### config.mk
export PLATFORM = sky130hd
export DESIGN_NAME = mcpu_ctrl_fsm_v2
export DESIGN_NICKNAME = d
export VERILOG_FILES = /design/src/rtl/mcpu_pkg.sv /design/src/rtl/mcpu_wait_timer.sv /design/src/rtl/mcpu_ctrl_fsm_v2.sv
export SDC_FILE = /design/constraint.sdc
export NUM_CORES = 1
export LEC_CHECK = 0
export CAP_MARGIN = 20
export CORE_ASPECT_RATIO = 1.2
export CORE_MARGIN = 2
export CORE_UTILIZATION = 49
export DETAILED_ROUTE_END_ITERATION = 8
export PLACE_DENSITY_LB_ADDON = 0.1
export RECOVER_POWER = 50
export SETUP_SLACK_MARGIN = 0.1
export SLEW_MARGIN = 20
export SYNTH_ARGS = -nofsm -noshare
export SYNTH_HDL_FRONTEND = slang
export SYNTH_SLANG_ARGS = --single-unit
### constraint.sdc
create_clock -name i_clk -period 2.9 [get_ports i_clk]
set_input_delay 0.87 -clock i_clk [delete_from_list [all_inputs] [get_ports i_clk]]
set_output_delay 0.87 -clock i_clk [all_outputs]
set_load 0.01 [all_outputs]
### src/rtl/mcpu_pkg.sv
// Shared definitions for the multicycle MIPS-subset controller: states, opcodes,
// ALU-op codes and trap causes.
package mcpu_pkg;

  typedef enum logic [4:0] {
    StReset,
    StFetch,
    StDecode,
    StMemAdr,
    StMemRead,
    StMemWb,
    StMemWrite,
    StExecute,
    StAluWb,
    StImmExec,
    StImmWb,
    StBranch,
    StBge,
    StJump,
    StJalWb,
    StMdStart,
    StMdWait,
    StMdWb,
    StTrap
  } state_e;

  localparam logic [5:0] OpRtype = 6'd0;
  localparam logic [5:0] OpBltz  = 6'd1;
  localparam logic [5:0] OpJ     = 6'd2;
  localparam logic [5:0] OpJal   = 6'd3;
  localparam logic [5:0] OpBeq   = 6'd4;
  localparam logic [5:0] OpAddi  = 6'd8;
  localparam logic [5:0] OpSlti  = 6'd10;
  localparam logic [5:0] OpAndi  = 6'd12;
  localparam logic [5:0] OpBge   = 6'd14;
  localparam logic [5:0] OpLw    = 6'd35;
  localparam logic [5:0] OpSw    = 6'd43;

  localparam logic [5:0] FnNop  = 6'h00;
  localparam logic [5:0] FnSllv = 6'h04;
  localparam logic [5:0] FnMult = 6'h18;
  localparam logic [5:0] FnDiv  = 6'h1A;
  localparam logic [5:0] FnAdd  = 6'h20;
  localparam logic [5:0] FnXor  = 6'h26;

  localparam logic [2:0] AluAdd   = 3'd0;
  localparam logic [2:0] AluSub   = 3'd1;
  localparam logic [2:0] AluFunct = 3'd2;
  localparam logic [2:0] AluAnd   = 3'd3;
  localparam logic [2:0] AluSlt   = 3'd4;

  localparam logic [1:0] CauseNone    = 2'd0;
  localparam logic [1:0] CauseUndef   = 2'd1;
  localparam logic [1:0] CauseTimeout = 2'd2;

endpackage

### src/rtl/mcpu_wait_timer.sv
// Counts consecutive cycles a handshake stays low; flags the cycle in which the
// MEM_TIMEOUT-th low cycle occurs. MEM_TIMEOUT = 0 never expires.
module mcpu_wait_timer #(
  parameter int unsigned MEM_TIMEOUT = 16
) (
  input  logic i_clk,
  input  logic i_rst_n,
  input  logic i_clear,
  input  logic i_count,
  output logic o_expired
);

  localparam int unsigned CntW = (MEM_TIMEOUT > 1) ? $clog2(MEM_TIMEOUT) : 1;
  localparam bit Enabled = (MEM_TIMEOUT != 0);
  localparam logic [CntW-1:0] Limit = CntW'(MEM_TIMEOUT - 1);

  logic [CntW-1:0] cnt_q, cnt_d;

  assign o_expired = Enabled && i_count && (cnt_q == Limit);

  always_comb begin
    cnt_d = cnt_q;
    if (i_clear) begin
      cnt_d = '0;
    end else if (Enabled && i_count && !o_expired) begin
      cnt_d = cnt_q + 1'b1;
    end
  end

  always_ff @(posedge i_clk or negedge i_rst_n) begin
    if (!i_rst_n) begin
      cnt_q <= '0;
    end else begin
      cnt_q <= cnt_d;
    end
  end

endmodule

### src/rtl/mcpu_ctrl_fsm_v2.sv
// Multicycle MIPS-subset control FSM with variable-latency memory, mul/div
// handshake and registered trap entry. Moore outputs except fetch enables.
module mcpu_ctrl_fsm_v2
  import mcpu_pkg::*;
#(
  parameter int unsigned ALUOP_W     = 3,
  parameter int unsigned MEM_TIMEOUT = 16,
  parameter int unsigned STATE_W     = 5
) (
  input  logic               i_clk,
  input  logic               i_rst_n,
  input  logic [5:0]         i_op,
  input  logic [5:0]         i_funct,
  input  logic               i_mem_ready,
  input  logic               i_md_done,
  output logic               o_pc_write,
  output logic               o_pc_write_cond,
  output logic               o_ir_write,
  output logic               o_mem_read,
  output logic               o_mem_write,
  output logic               o_reg_write,
  output logic [1:0]         o_iord,
  output logic [1:0]         o_mem_to_reg,
  output logic [1:0]         o_pc_source,
  output logic [1:0]         o_alu_src_a,
  output logic [1:0]         o_alu_src_b,
  output logic [1:0]         o_reg_dst,
  output logic [ALUOP_W-1:0] o_alu_op,
  output logic               o_md_start,
  output logic               o_epc_write,
  output logic [1:0]         o_cause,
  output logic [STATE_W-1:0] o_state
);

  state_e     state_q, state_d;
  logic [2:0] imm_op_q, imm_op_d;
  logic [1:0] cause_q, cause_d;
  logic       wait_low;
  logic       expired;
  logic [2:0] alu_op;

  always_comb begin
    wait_low = 1'b0;
    unique case (state_q)
      StFetch, StMemRead, StMemWrite: wait_low = !i_mem_ready;
      StMdWait:                       wait_low = !i_md_done;
      default:                        wait_low = 1'b0;
    endcase
  end

  // Any state change re-arms the timer, so each wait state starts from zero.
  mcpu_wait_timer #(
    .MEM_TIMEOUT(MEM_TIMEOUT)
  ) u_wait_timer (
    .i_clk    (i_clk),
    .i_rst_n  (i_rst_n),
    .i_clear  (state_d != state_q),
    .i_count  (wait_low),
    .o_expired(expired)
  );

  always_comb begin
    state_d  = state_q;
    imm_op_d = imm_op_q;
    cause_d  = cause_q;
    unique case (state_q)
      StReset: state_d = StFetch;
      StFetch: begin
        if (i_mem_ready) begin
          state_d = StDecode;
        end else if (expired) begin
          state_d = StTrap;
          cause_d = CauseTimeout;
        end
      end
      StDecode: begin
        unique case (i_op)
          OpRtype: begin
            unique case (i_funct)
              FnNop:               state_d = StFetch;
              FnSllv, FnAdd, FnXor: state_d = StExecute;
              FnMult, FnDiv:       state_d = StMdStart;
              default: begin
                state_d = StTrap;
                cause_d = CauseUndef;
              end
            endcase
          end
          OpBltz, OpBeq:       state_d = StBranch;
          OpBge:               state_d = StBge;
          OpJ:                 state_d = StJump;
          OpJal:               state_d = StJalWb;
          OpAddi, OpLw, OpSw:  state_d = StMemAdr;
          OpSlti: begin
            state_d  = StImmExec;
            imm_op_d = AluSlt;
          end
          OpAndi: begin
            state_d  = StImmExec;
            imm_op_d = AluAnd;
          end
          default: begin
            state_d = StTrap;
            cause_d = CauseUndef;
          end
        endcase
      end
      StMemAdr: begin
        unique case (i_op)
          OpLw:    state_d = StMemRead;
          OpSw:    state_d = StMemWrite;
          OpAddi:  state_d = StImmWb;
          default: state_d = StFetch;
        endcase
      end
      StMemRead: begin
        if (i_mem_ready) begin
          state_d = StMemWb;
        end else if (expired) begin
          state_d = StTrap;
          cause_d = CauseTimeout;
        end
      end
      StMemWrite: begin
        if (i_mem_ready) begin
          state_d = StFetch;
        end else if (expired) begin
          state_d = StTrap;
          cause_d = CauseTimeout;
        end
      end
      StExecute:  state_d = StAluWb;
      StImmExec:  state_d = StImmWb;
      StMdStart:  state_d = StMdWait;
      StMdWait: begin
        if (i_md_done) begin
          state_d = StMdWb;
        end else if (expired) begin
          state_d = StTrap;
          cause_d = CauseTimeout;
        end
      end
      default: state_d = StFetch;
    endcase
  end

  always_ff @(posedge i_clk or negedge i_rst_n) begin
    if (!i_rst_n) begin
      state_q  <= StReset;
      imm_op_q <= AluAdd;
      cause_q  <= CauseNone;
    end else begin
      state_q  <= state_d;
      imm_op_q <= imm_op_d;
      cause_q  <= cause_d;
    end
  end

  always_comb begin
    o_pc_write      = 1'b0;
    o_pc_write_cond = 1'b0;
    o_ir_write      = 1'b0;
    o_mem_read      = 1'b0;
    o_mem_write     = 1'b0;
    o_reg_write     = 1'b0;
    o_iord          = 2'd0;
    o_mem_to_reg    = 2'd0;
    o_pc_source     = 2'd0;
    o_alu_src_a     = 2'd0;
    o_alu_src_b     = 2'd0;
    o_reg_dst       = 2'd0;
    alu_op          = AluAdd;
    o_md_start      = 1'b0;
    o_epc_write     = 1'b0;
    unique case (state_q)
      StFetch: begin
        o_mem_read  = 1'b1;
        o_alu_src_b = 2'd1;
        o_ir_write  = i_mem_ready;
        o_pc_write  = i_mem_ready;
      end
      StDecode: o_alu_src_b = 2'd3;
      StMemAdr: begin
        o_alu_src_a = 2'd1;
        o_alu_src_b = 2'd2;
      end
      StMemRead: begin
        o_iord     = 2'd1;
        o_mem_read = 1'b1;
      end
      StMemWb: begin
        o_mem_to_reg = 2'd1;
        o_reg_write  = 1'b1;
      end
      StMemWrite: begin
        o_iord      = 2'd1;
        o_mem_write = 1'b1;
      end
      StExecute: begin
        o_alu_src_a = 2'd1;
        alu_op      = AluFunct;
      end
      StAluWb: begin
        o_reg_dst   = 2'd1;
        o_reg_write = 1'b1;
      end
      StImmExec: begin
        o_alu_src_a = 2'd1;
        o_alu_src_b = 2'd2;
        alu_op      = imm_op_q;
      end
      StImmWb: o_reg_write = 1'b1;
      StBranch, StBge: begin
        o_alu_src_a     = 2'd1;
        alu_op          = (state_q == StBge) ? AluSlt : AluSub;
        o_pc_source     = 2'd1;
        o_pc_write_cond = 1'b1;
      end
      StJump: begin
        o_pc_source = 2'd2;
        o_pc_write  = 1'b1;
      end
      StJalWb: begin
        o_reg_dst   = 2'd2;
        o_reg_write = 1'b1;
        o_pc_source = 2'd2;
        o_pc_write  = 1'b1;
      end
      StMdStart: o_md_start = 1'b1;
      StMdWb: begin
        o_reg_dst    = 2'd1;
        o_mem_to_reg = 2'd2;
        o_reg_write  = 1'b1;
      end
      StTrap: begin
        o_epc_write = 1'b1;
        o_pc_source = 2'd3;
        o_pc_write  = 1'b1;
      end
      default: ;
    endcase
  end

  assign o_alu_op = ALUOP_W'(alu_op);
  assign o_cause  = cause_q;
  assign o_state  = STATE_W'(state_q);

endmodule

==> flow_summary.json, run 1 <==
{
  "ir_drop_v": 0.000479,
  "grt.overflow.total": 0,
  "worst-path-max-fanout": 5,
  "htree_levels": 1,
  "clk_pin_slew_ps": 70,
  "portBuffers": 43,
  "dp_hpwl_um": 3140,
  "drt_iter0_drc": 51,
  "end_kind": "output pin",
  "area_growth_pct": 42.1,
  "antenna_found_initial": 0,
  "core-area_mm2": 0.00255,
  "status": "finished, final reports clean",
  "ant_nets": 0,
  "cp-start-kind": "register",
  "fin_crit_sh_pct": 96.5,
  "fin_crit_ps": 2800,
  "synth-seq-cells": 13,
  "yosysUniqueCellTypes": 51,
  "gp_congestion": 0.905,
  "worst_ep_arrival_time_ps": 1930,
  "grt_pass1_wl_um": 6910,
  "die_h_um": 60.9,
  "slew_viol_final": 0,
  "min_to": "u_wait_timer.cnt_q[0]$_DFFE_PN0P_",
  "min_path_cells": 1,
  "clk_path_buf_depth": 2,
  "path_class": "reg -> out",
  "syn_inst": 189,
  "avgSynthCellArea_um2": 7.00,
  "r2r_start": "o_state[0]$_DFF_PN0_",
  "wl_per_cell_um": 14.8,
  "cts_sinks": 13,
  "drt_drc_violations_left": 0,
  "slew-limit-headroom_pct": 45.1,
  "max_cap_violations": 0,
  "cts_tree": "built",
  "fmax_mhz": 358,
  "dieArea_mm2": 0.00313,
  "p_leak_nw": 0.914,
  "via_per_inst": 5.97,
  "core.rowCount": 20,
  "r2r-end": "u_wait_timer.cnt_q[3]$_DFFE_PN0P_",
  "ys_seq_area_share_pct": 24.6,
  "drive_above_1_share_pct": 12.6,
  "synthArstFlopShare_pct": 100,
  "num_vias": 1619,
  "syn-cell-area_mm2": 0.00132,
  "skew_ps": 11.7,
  "rsz0062_at_grt": "yes",
  "dr.pass1.iters": 4,
  "power_mw": 1.17,
  "worst_pin_slew_ps": 803,
  "r2r_cells": 5,
  "p_per_area_mw_per_mm2": 621,
  "start_util_pct": 51.8,
  "synth_edf_count": 0,
  "hold_viol": 0,
  "num_antenna_cells": 0,
  "mostFrequentLayoutCells": "nor2_1, clkdlybuf4s50_1, nand2_1",
  "finalSetupTns_ps": 0,
  "ctsHoldBuffers": 0,
  "io_pins": 46,
  "routed_wl_um": 4010,
  "track_usage_pct": 28.4,
  "synthFlopType": "dfrtp_1",
  "hold_path_class": "reg -> reg",
  "nets": 256,
  "synth_warnings": 0,
  "grt_max_degree": 14,
  "root_buffer": "clkbuf_4",
  "cts_buffers": 3,
  "setup_viol": 0,
  "final_common_cell": "nor2_1",
  "crit_required_ps": 2030,
  "clock_latency_ps": 280,
  "die_w_um": 51.4,
  "reg2reg_slack_ps": 500,
  "grt_pass1_vias": 1525,
  "hp-start": "u_wait_timer.cnt_q[0]$_DFFE_PN0P_"
}
## power by group
group,leakage [nW],switching (mW),internal [mW]
combinational,0.741,0.423,0.370
sequential,0.158,0.0441,0.215
clock,0.0150,0.0621,0.0534
## cell usage after synthesis, drive strengths merged, types with 2 or more instances
master   number  share of area (%)
o22ai         2               0.95
a32oi         2                1.3
a21o          3                1.7
and3          6                2.8
o21ai        11                4.2
o2111ai       2                1.3
o211ai        2                1.1
dfrtp        13                 25
xor2          2                1.3
inv          10                2.8
clkbuf        8                2.3
xnor2         2                1.3
buf           4                2.3
or3b          2                1.5
nand3         9                3.4
a31oi         2               0.95
nor4          2               0.95
nand2b        7                3.3
nor2b         6                2.8
a2111oi       2                2.7
nor2         34                9.8
a21oi        11                4.2
nor3          7                2.6
nand4         3                1.4
a211oi        2                1.1
nand2        13                3.7
or3           3                1.4
## logic make-up (layout without fill, tap and decap cells)
group	after synthesis	after routing	synth area share (%)
other	1	2	0.284
flip-flops	13	13	24.6
adder cells (fa/ha/maj)	1	1	0.946
XOR/XNOR	4	4	2.65
multiplexers	1	1	0.851
AND/OR/NAND/NOR	96	96	36.0
buffers and inverters	22	70	7.38
AO/OA/AOI/OAI	51	51	27.2
## how the worst max path moves through the flow
stage,start,endpoint,cells past startpoint
4_1_cts,o_state[0]$_DFF_PN0_,o_iord[0],4
6_report,o_state[2]$_DFF_PN0_,o_pc_source[0],5
3_3_place_gp,i_mem_ready,o_pc_write,4
5_1_grt,o_state[2]$_DFF_PN0_,o_pc_source[0],5
3_5_place_dp,i_mem_ready,o_pc_write,4
2_1_floorplan,o_state[2]$_DFF_PN0_,o_mem_read,3
## per-layer routing
layer / vias up / GRT usage [%] / part of all wire [%]
li1: 779 / - / -
met1: 755 / 35.2 / 42
met2: 73 / 50.4 / 51
met3: 12 / 4.43 / 5.6
met4: 0 / 9.40 / 2.0
met5: - / 0 / 0
## flip-flops by register name, summed over array words and instances (netlist names)
signal              count
o_state                 5
imm_op_q                2
u_wait_timer.cnt_q      4
o_cause                 2
## stage by stage
step	utilization, %	cells	setup WS, ps	hold WS [ps]	area (um2)
after CTS	73.4	270	76.1	471	1870
after floorplan	-	190	474	433	1330
final	73.6	271	103	464	1880
after global placement	71.6	266	-164	449	1830
after global routing	73.6	271	15.7	492	1880
after detailed placement	71.6	266	-201	459	1830
## area by class of cell
| cell class | count | area, um2 |
|---|---|---|
| tap | 33 | 41.3 |
| fill | 217 | 673 |
| sequential | 13 | 327 |
| timing repair buffer | 56 | 534 |
| inverter | 10 | 37.5 |
| clock buffer | 4 | 26.3 |
| multi-input combinational | 155 | 913 |
## critical path, cell delays in order, from the launching register on
cell and delay (ps):
dfrtp_1 470, nor2_2 210, nand2_1 110, buf_4 170, o22ai_1 140, clkdlybuf4s50_1 550
## timing repair
| action | CTS | global route |
|---|---|---|
| endpoints found under the setup margin | 16 | 13 |
| setup buffers | 0 | 1 |
| gates resized for setup | 21 | 10 |
No activity file was read; power rests on OpenSTA's default activity.
==> run 2, diff against run 1 <==
- CORE_MARGIN: 2 -> default
- CORE_UTILIZATION: 49 -> 50
- CTS_BUF_LIST: default -> sky130_fd_sc_hd__clkbuf_8
- CTS_CLUSTER_DIAMETER: default -> 200
==> run 2 against run 1 <==
Maximum frequency about the same. Sequential power about the same. Final area up 1.2%. First-iteration DRC count down 25%. Via count up 0.56%. Register-to-register slack better by 50 ps. Critical endpoint is now o_alu_op[2]. Sequential share of layout area down 0.21 points. Utilization up 1.6 points. Non-clock buffer count up 2. Die area down 8.8%. Largest power group unchanged.
==> flow_summary.json, run 2 (synthesis results as in run 1) <==
{
  "status": "finished, final reports clean",
  "cts_sinks": 13,
  "clk_path_buf_depth": 2,
  "final_common_cell": "nor2_1",
  "worst-path-max-fanout": 11,
  "dp_hpwl_um": 3030,
  "cts_tree": "built",
  "root_buffer": "clkbuf_8",
  "drt_drc_violations_left": 0,
  "wl_per_cell_um": 14.6,
  "antenna_found_initial": 0,
  "setup_viol": 0,
  "drive_above_1_share_pct": 12.1,
  "largest_reg_flops": 5,
  "slew_viol_final": 0,
  "r2r_cells": 6,
  "via_per_inst": 5.96,
  "crit_required_ps": 2030,
  "p_per_area_mw_per_mm2": 633,
  "hold_viol": 0,
  "fin_crit_ps": 2800,
  "p_leak_nw": 0.904,
  "final_cells": 273,
  "finalSetupTns_ps": 0,
  "worst_pin_slew_ps": 726,
  "dp_cells": 267,
  "core-area_mm2": 0.00253,
  "die_h_um": 58.3,
  "io_pins": 46,
  "ctsHoldBuffers": 0,
  "grt.overflow.total": 0,
  "rsz0062_at_grt": "yes",
  "num_vias": 1628,
  "end_kind": "output pin",
  "cp-start-kind": "register",
  "drt_iter0_drc": 38,
  "area_growth_pct": 43.8,
  "dieArea_mm2": 0.00286,
  "gp_congestion": 0.902,
  "fmax_mhz": 357,
  "clock_latency_ps": 250,
  "grt_pass1_wl_um": 6340,
  "grt_pass1_vias": 1487,
  "cts_buffers": 3,
  "fin_crit_sh_pct": 96.5,
  "hold_path_class": "reg -> reg",
  "min_path_cells": 1,
  "max_cap_violations": 0,
  "grt_max_degree": 18,
  "worst_ep_arrival_time_ps": 1930,
  "routed_wl_um": 3980,
  "path_class": "reg -> out",
  "slew-limit-headroom_pct": 51.5,
  "clk_pin_slew_ps": 60,
  "ir_drop_v": 0.000492,
  "core.rowCount": 20,
  "portBuffers": 43,
  "num_antenna_cells": 0,
  "die_w_um": 49.0,
  "skew_ps": 6.26,
  "mostFrequentLayoutCells": "nor2_1, clkdlybuf4s50_1, nand2_1, buf_4, dfrtp_1",
  "nets": 258,
  "start_util_pct": 52.3,
  "htree_levels": 1,
  "track_usage_pct": 28.6,
  "dr.pass1.iters": 4,
  "ant_nets": 0
}
## run 2: power by group
group | switching [mW] | total (mW) | internal [mW]
clock | 0.0709 | 0.165 | 0.0936
combinational | 0.410 | 0.776 | 0.367
sequential | 0.0464 | 0.262 | 0.216
## run 2: through the flow
step / instance area (um2) / hold slack [ps] / power, mW / setup slack [ps] / util, %
6_report: 1900 / 474 / 1.20 / 102 / 75.2
5_1_grt: 1900 / 487 / 1.27 / 34.9 / 75.2
4_1_cts: 1890 / 468 / 1.20 / 2.13 / 74.9
3_5_place_dp: 1840 / 461 / 1.05 / -191 / 72.6
3_3_place_gp: 1840 / 445 / 1.03 / -190 / 72.6
2_1_floorplan: 1330 / 433 / 0.703 / 474 / -
## run 2: final timing paths
path / from / endpoint / slack [ps]
worst min-delay path: u_wait_timer.cnt_q[0]$_DFFE_PN0P_ / u_wait_timer.cnt_q[0]$_DFFE_PN0P_ / 470
min in group asynchronous: i_rst_n / o_state[2]$_DFF_PN0_ / 1090
max in group asynchronous: i_rst_n / o_state[0]$_DFF_PN0_ / 1340
worst max register to register: o_state[0]$_DFF_PN0_ / o_state[2]$_DFF_PN0_ / 550
worst min register to register: u_wait_timer.cnt_q[0]$_DFFE_PN0P_ / u_wait_timer.cnt_q[0]$_DFFE_PN0P_ / 470
worst max-delay path: o_state[4]$_DFF_PN0_ / o_alu_op[2] / 100
## run 2: layout make-up
type | instances | area, um2
multi-input combinational | 155 | 908
clock buffer | 3 | 41.3
timing repair buffer | 58 | 543
inverter | 10 | 37.5
fill | 219 | 626
tap | 33 | 41.3
clock inverter | 1 | 3.75
sequential | 13 | 327
## run 2: worst max-delay path: stages (launching register included)
cell and delay (ps):
dfrtp_1 490, buf_4 220, nand2b_1 200, a211oi_1 200
clkdlybuf4s50_1 580
## run 2: routing by layer
metal / global-route usage, % / wire (um) / part of all wire [%] / up-vias
met5: 0 / 0 / 0 / -
met4: 11.3 / 68 / 1.7 / 0
met3: 4.65 / 180 / 4.5 / 6
met2: 55.4 / 2180 / 55 / 64
met1: 31.0 / 1550 / 39 / 776
li1: - / - / - / 782
## run 2: timing repair
action,in CTS,in global routing
gates resized for setup,11,11
buffers inserted,0,2
setup endpoints to repair,10,12
==> run 3, diff against run 2 <==
- CORE_UTILIZATION: 50 -> 47
- clock period: 2.9 -> 3.04 ns (I/O delays scaled with it)
==> run 3 against run 2 <==
First-iteration DRC count increased by 55%. Largest cell class unchanged. Final area is 1.4% lower. Sequential share of layout area grew 0.19 points. Die area rose by 6.1%. Routed wire length decreased by 3.9%. Count of clock-buffer cells in the layout did not move.
==> flow_summary.json, run 3 (synthesis results as in run 1) <==
{
  "skew_ps": 3.07,
  "cts_sinks": 13,
  "grt_use_met1_pct": 28.7,
  "track_usage_pct": 25.7,
  "netSwitchingFraction_pct": 42.5,
  "hp-start": "u_wait_timer.cnt_q[0]$_DFFE_PN0P_",
  "grt_max_degree": 14,
  "fillers": 222,
  "dr.pass1.iters": 4,
  "r2r-end": "u_wait_timer.cnt_q[2]$_DFFE_PN0P_",
  "area_growth_pct": 41.7,
  "drt_drc_violations_left": 0,
  "status": "finished, final reports clean",
  "r2r_cells": 5,
  "slowest_stage": "dlygate4sd3_1",
  "internal_power_mw": 0.657,
  "num_antenna_cells": 0,
  "grt.overflow.total": 0,
  "via_per_inst": 5.85,
  "comb_power_share_pct": 64.1,
  "clock_latency_ps": 240,
  "seqCellArea_um2": 325,
  "p_seq_share_pct": 22.9,
  "worst_hold_slack_ps": 470,
  "clk_pin_slew_ps": 50,
  "worst_pin_slew_ps": 891,
  "gp_congestion": 0.866,
  "grt_pass1_vias": 1404,
  "largest_reg_flops": 5,
  "cts_tree": "built",
  "portBuffers": 43,
  "place_ws_ps": -135,
  "die_h_um": 60.1,
  "drive_above_1_share_pct": 10.1,
  "start_util_pct": 50.8,
  "power_frac_clock_pct": 12.9,
  "slew_viol_final": 0,
  "busiest_layer": "met2",
  "hold_viol": 0,
  "max_cap_violations": 0,
  "worst_slack_ps": 83.2,
  "fin_crit_sh_pct": 97.3,
  "reg2reg_slack_ps": 460,
  "worst-path-max-fanout": 2,
  "fmax_mhz": 338,
  "crit_required_ps": 2130,
  "root_buffer": "clkbuf_8",
  "r2r_start": "o_state[1]$_DFF_PN0_",
  "ant_nets": 0,
  "core.rowCount": 20,
  "wl_per_cell_um": 14.1,
  "min_path_cells": 1,
  "multiInputGateArea_um2": 893,
  "rsz0062_at_grt": "yes",
  "p_leak_nw": 0.841,
  "antenna_found_initial": 0,
  "grtUsageMet2_pct": 49.9,
  "cts_buffers": 3,
  "worstPathCellList": "dlygate4sd3_1, and2_1, buf_4, dlygate4sd2_1",
  "ir_drop_v": 0.000379,
  "num_vias": 1585,
  "clk_path_buf_depth": 2,
  "routed_wl_um": 3830,
  "min_to": "u_wait_timer.cnt_q[0]$_DFFE_PN0P_",
  "nets": 256,
  "worst_ep_arrival_time_ps": 2040,
  "finalSetupTns_ps": 0,
  "p_per_area_mw_per_mm2": 610,
  "io_pins": 46,
  "mostFrequentLayoutCells": "nor2_1, clkdlybuf4s50_1, nand2_1, dfrtp_1",
  "path_class": "in -> out",
  "hold_path_class": "reg -> reg",
  "dieArea_mm2": 0.00303,
  "max_stage_delay_ps": 550,
  "fin_util_pct": 72.0,
  "cp-start-kind": "input port",
  "slew-limit-headroom_pct": 39.1,
  "die_w_um": 50.4,
  "setup_viol": 0,
  "core-area_mm2": 0.00260,
  "dp_hpwl_um": 2990,
  "htree_levels": 1,
  "final_common_cell": "nor2_1",
  "switchingPower_mw": 0.486,
  "grtUsageMet3_pct": 3.31,
  "grt_pass1_wl_um": 6030,
  "end_kind": "output pin",
  "fin_crit_ps": 2960,
  "drt_iter0_drc": 59
}
run 3: cell count changes in the layout (fill, tap and decap cells not counted), sizes merged:
cell and delta:
clkbuf -1, clkdlybuf4s50 +2, buf -1, dlymetal6s2s -2, dlygate4sd3 +2, dlygate4sd2 -2
run 3: worst max path at each step:
stage                              start          end  slack, ps  depth (start not counted)
CTS                 o_state[2]$_DFF_PN0_   o_mem_read         30                          4
detailed placement           i_mem_ready   o_pc_write       -130                          4
floorplan           o_state[2]$_DFF_PN0_   o_mem_read        570                          3
finish                       i_mem_ready   o_ir_write         80                          4
global route        o_state[2]$_DFF_PN0_  o_mem_write         20                          5
global placement             i_mem_ready   o_pc_write       -120                          4
run 3: metal layers:
metal	part of all wire [%]	up-vias	wire length (um)
li1	-	777	-
met1	40	743	1520
met2	54	57	2060
met3	4.9	8	188
met4	1.5	0	59
met5	0	-	0
run 3: critical path, delay by kind of cell:
kind          cells  cell delay (ps)
buf+inv           3              970
simple gates      1              160
run 3: timing repair:
item,4_1_cts,5_1_grt
gates resized for setup,6,10
cloned,0,0
setup buffers,0,4
endpoints found under the setup margin,6,10
hold buffers,0,0
hold endpoints to repair,0,0
run 3: per-stage QoR:
stage	area [um2]	instances	total power, mW
after CTS	1850	267	1.13
after global routing	1870	271	1.21
final	1870	271	1.14
after global placement	1810	263	0.968
after floorplan	1330	190	0.671
after detailed placement	1810	263	0.979
run 3: final cells by class:
class | count | area share (%)
sequential | 13 | 17.4
timing repair buffer | 56 | 28.4
clock inverter | 1 | 0.200
inverter | 10 | 2.00
tap | 33 | 2.20
clock buffer | 3 | 2.20
multi-input combinational | 155 | 47.7
run 3: power groups by stage:
stage | clock network [mW] | logic (mW) | registers (mW)
6_report | 0.148 | 0.733 | 0.262
5_1_grt | 0.158 | 0.788 | 0.266
4_1_cts | 0.150 | 0.709 | 0.268
3_5_place_dp | 0 | 0.711 | 0.268
3_3_place_gp | 0 | 0.701 | 0.266
2_1_floorplan | 0 | 0.433 | 0.237
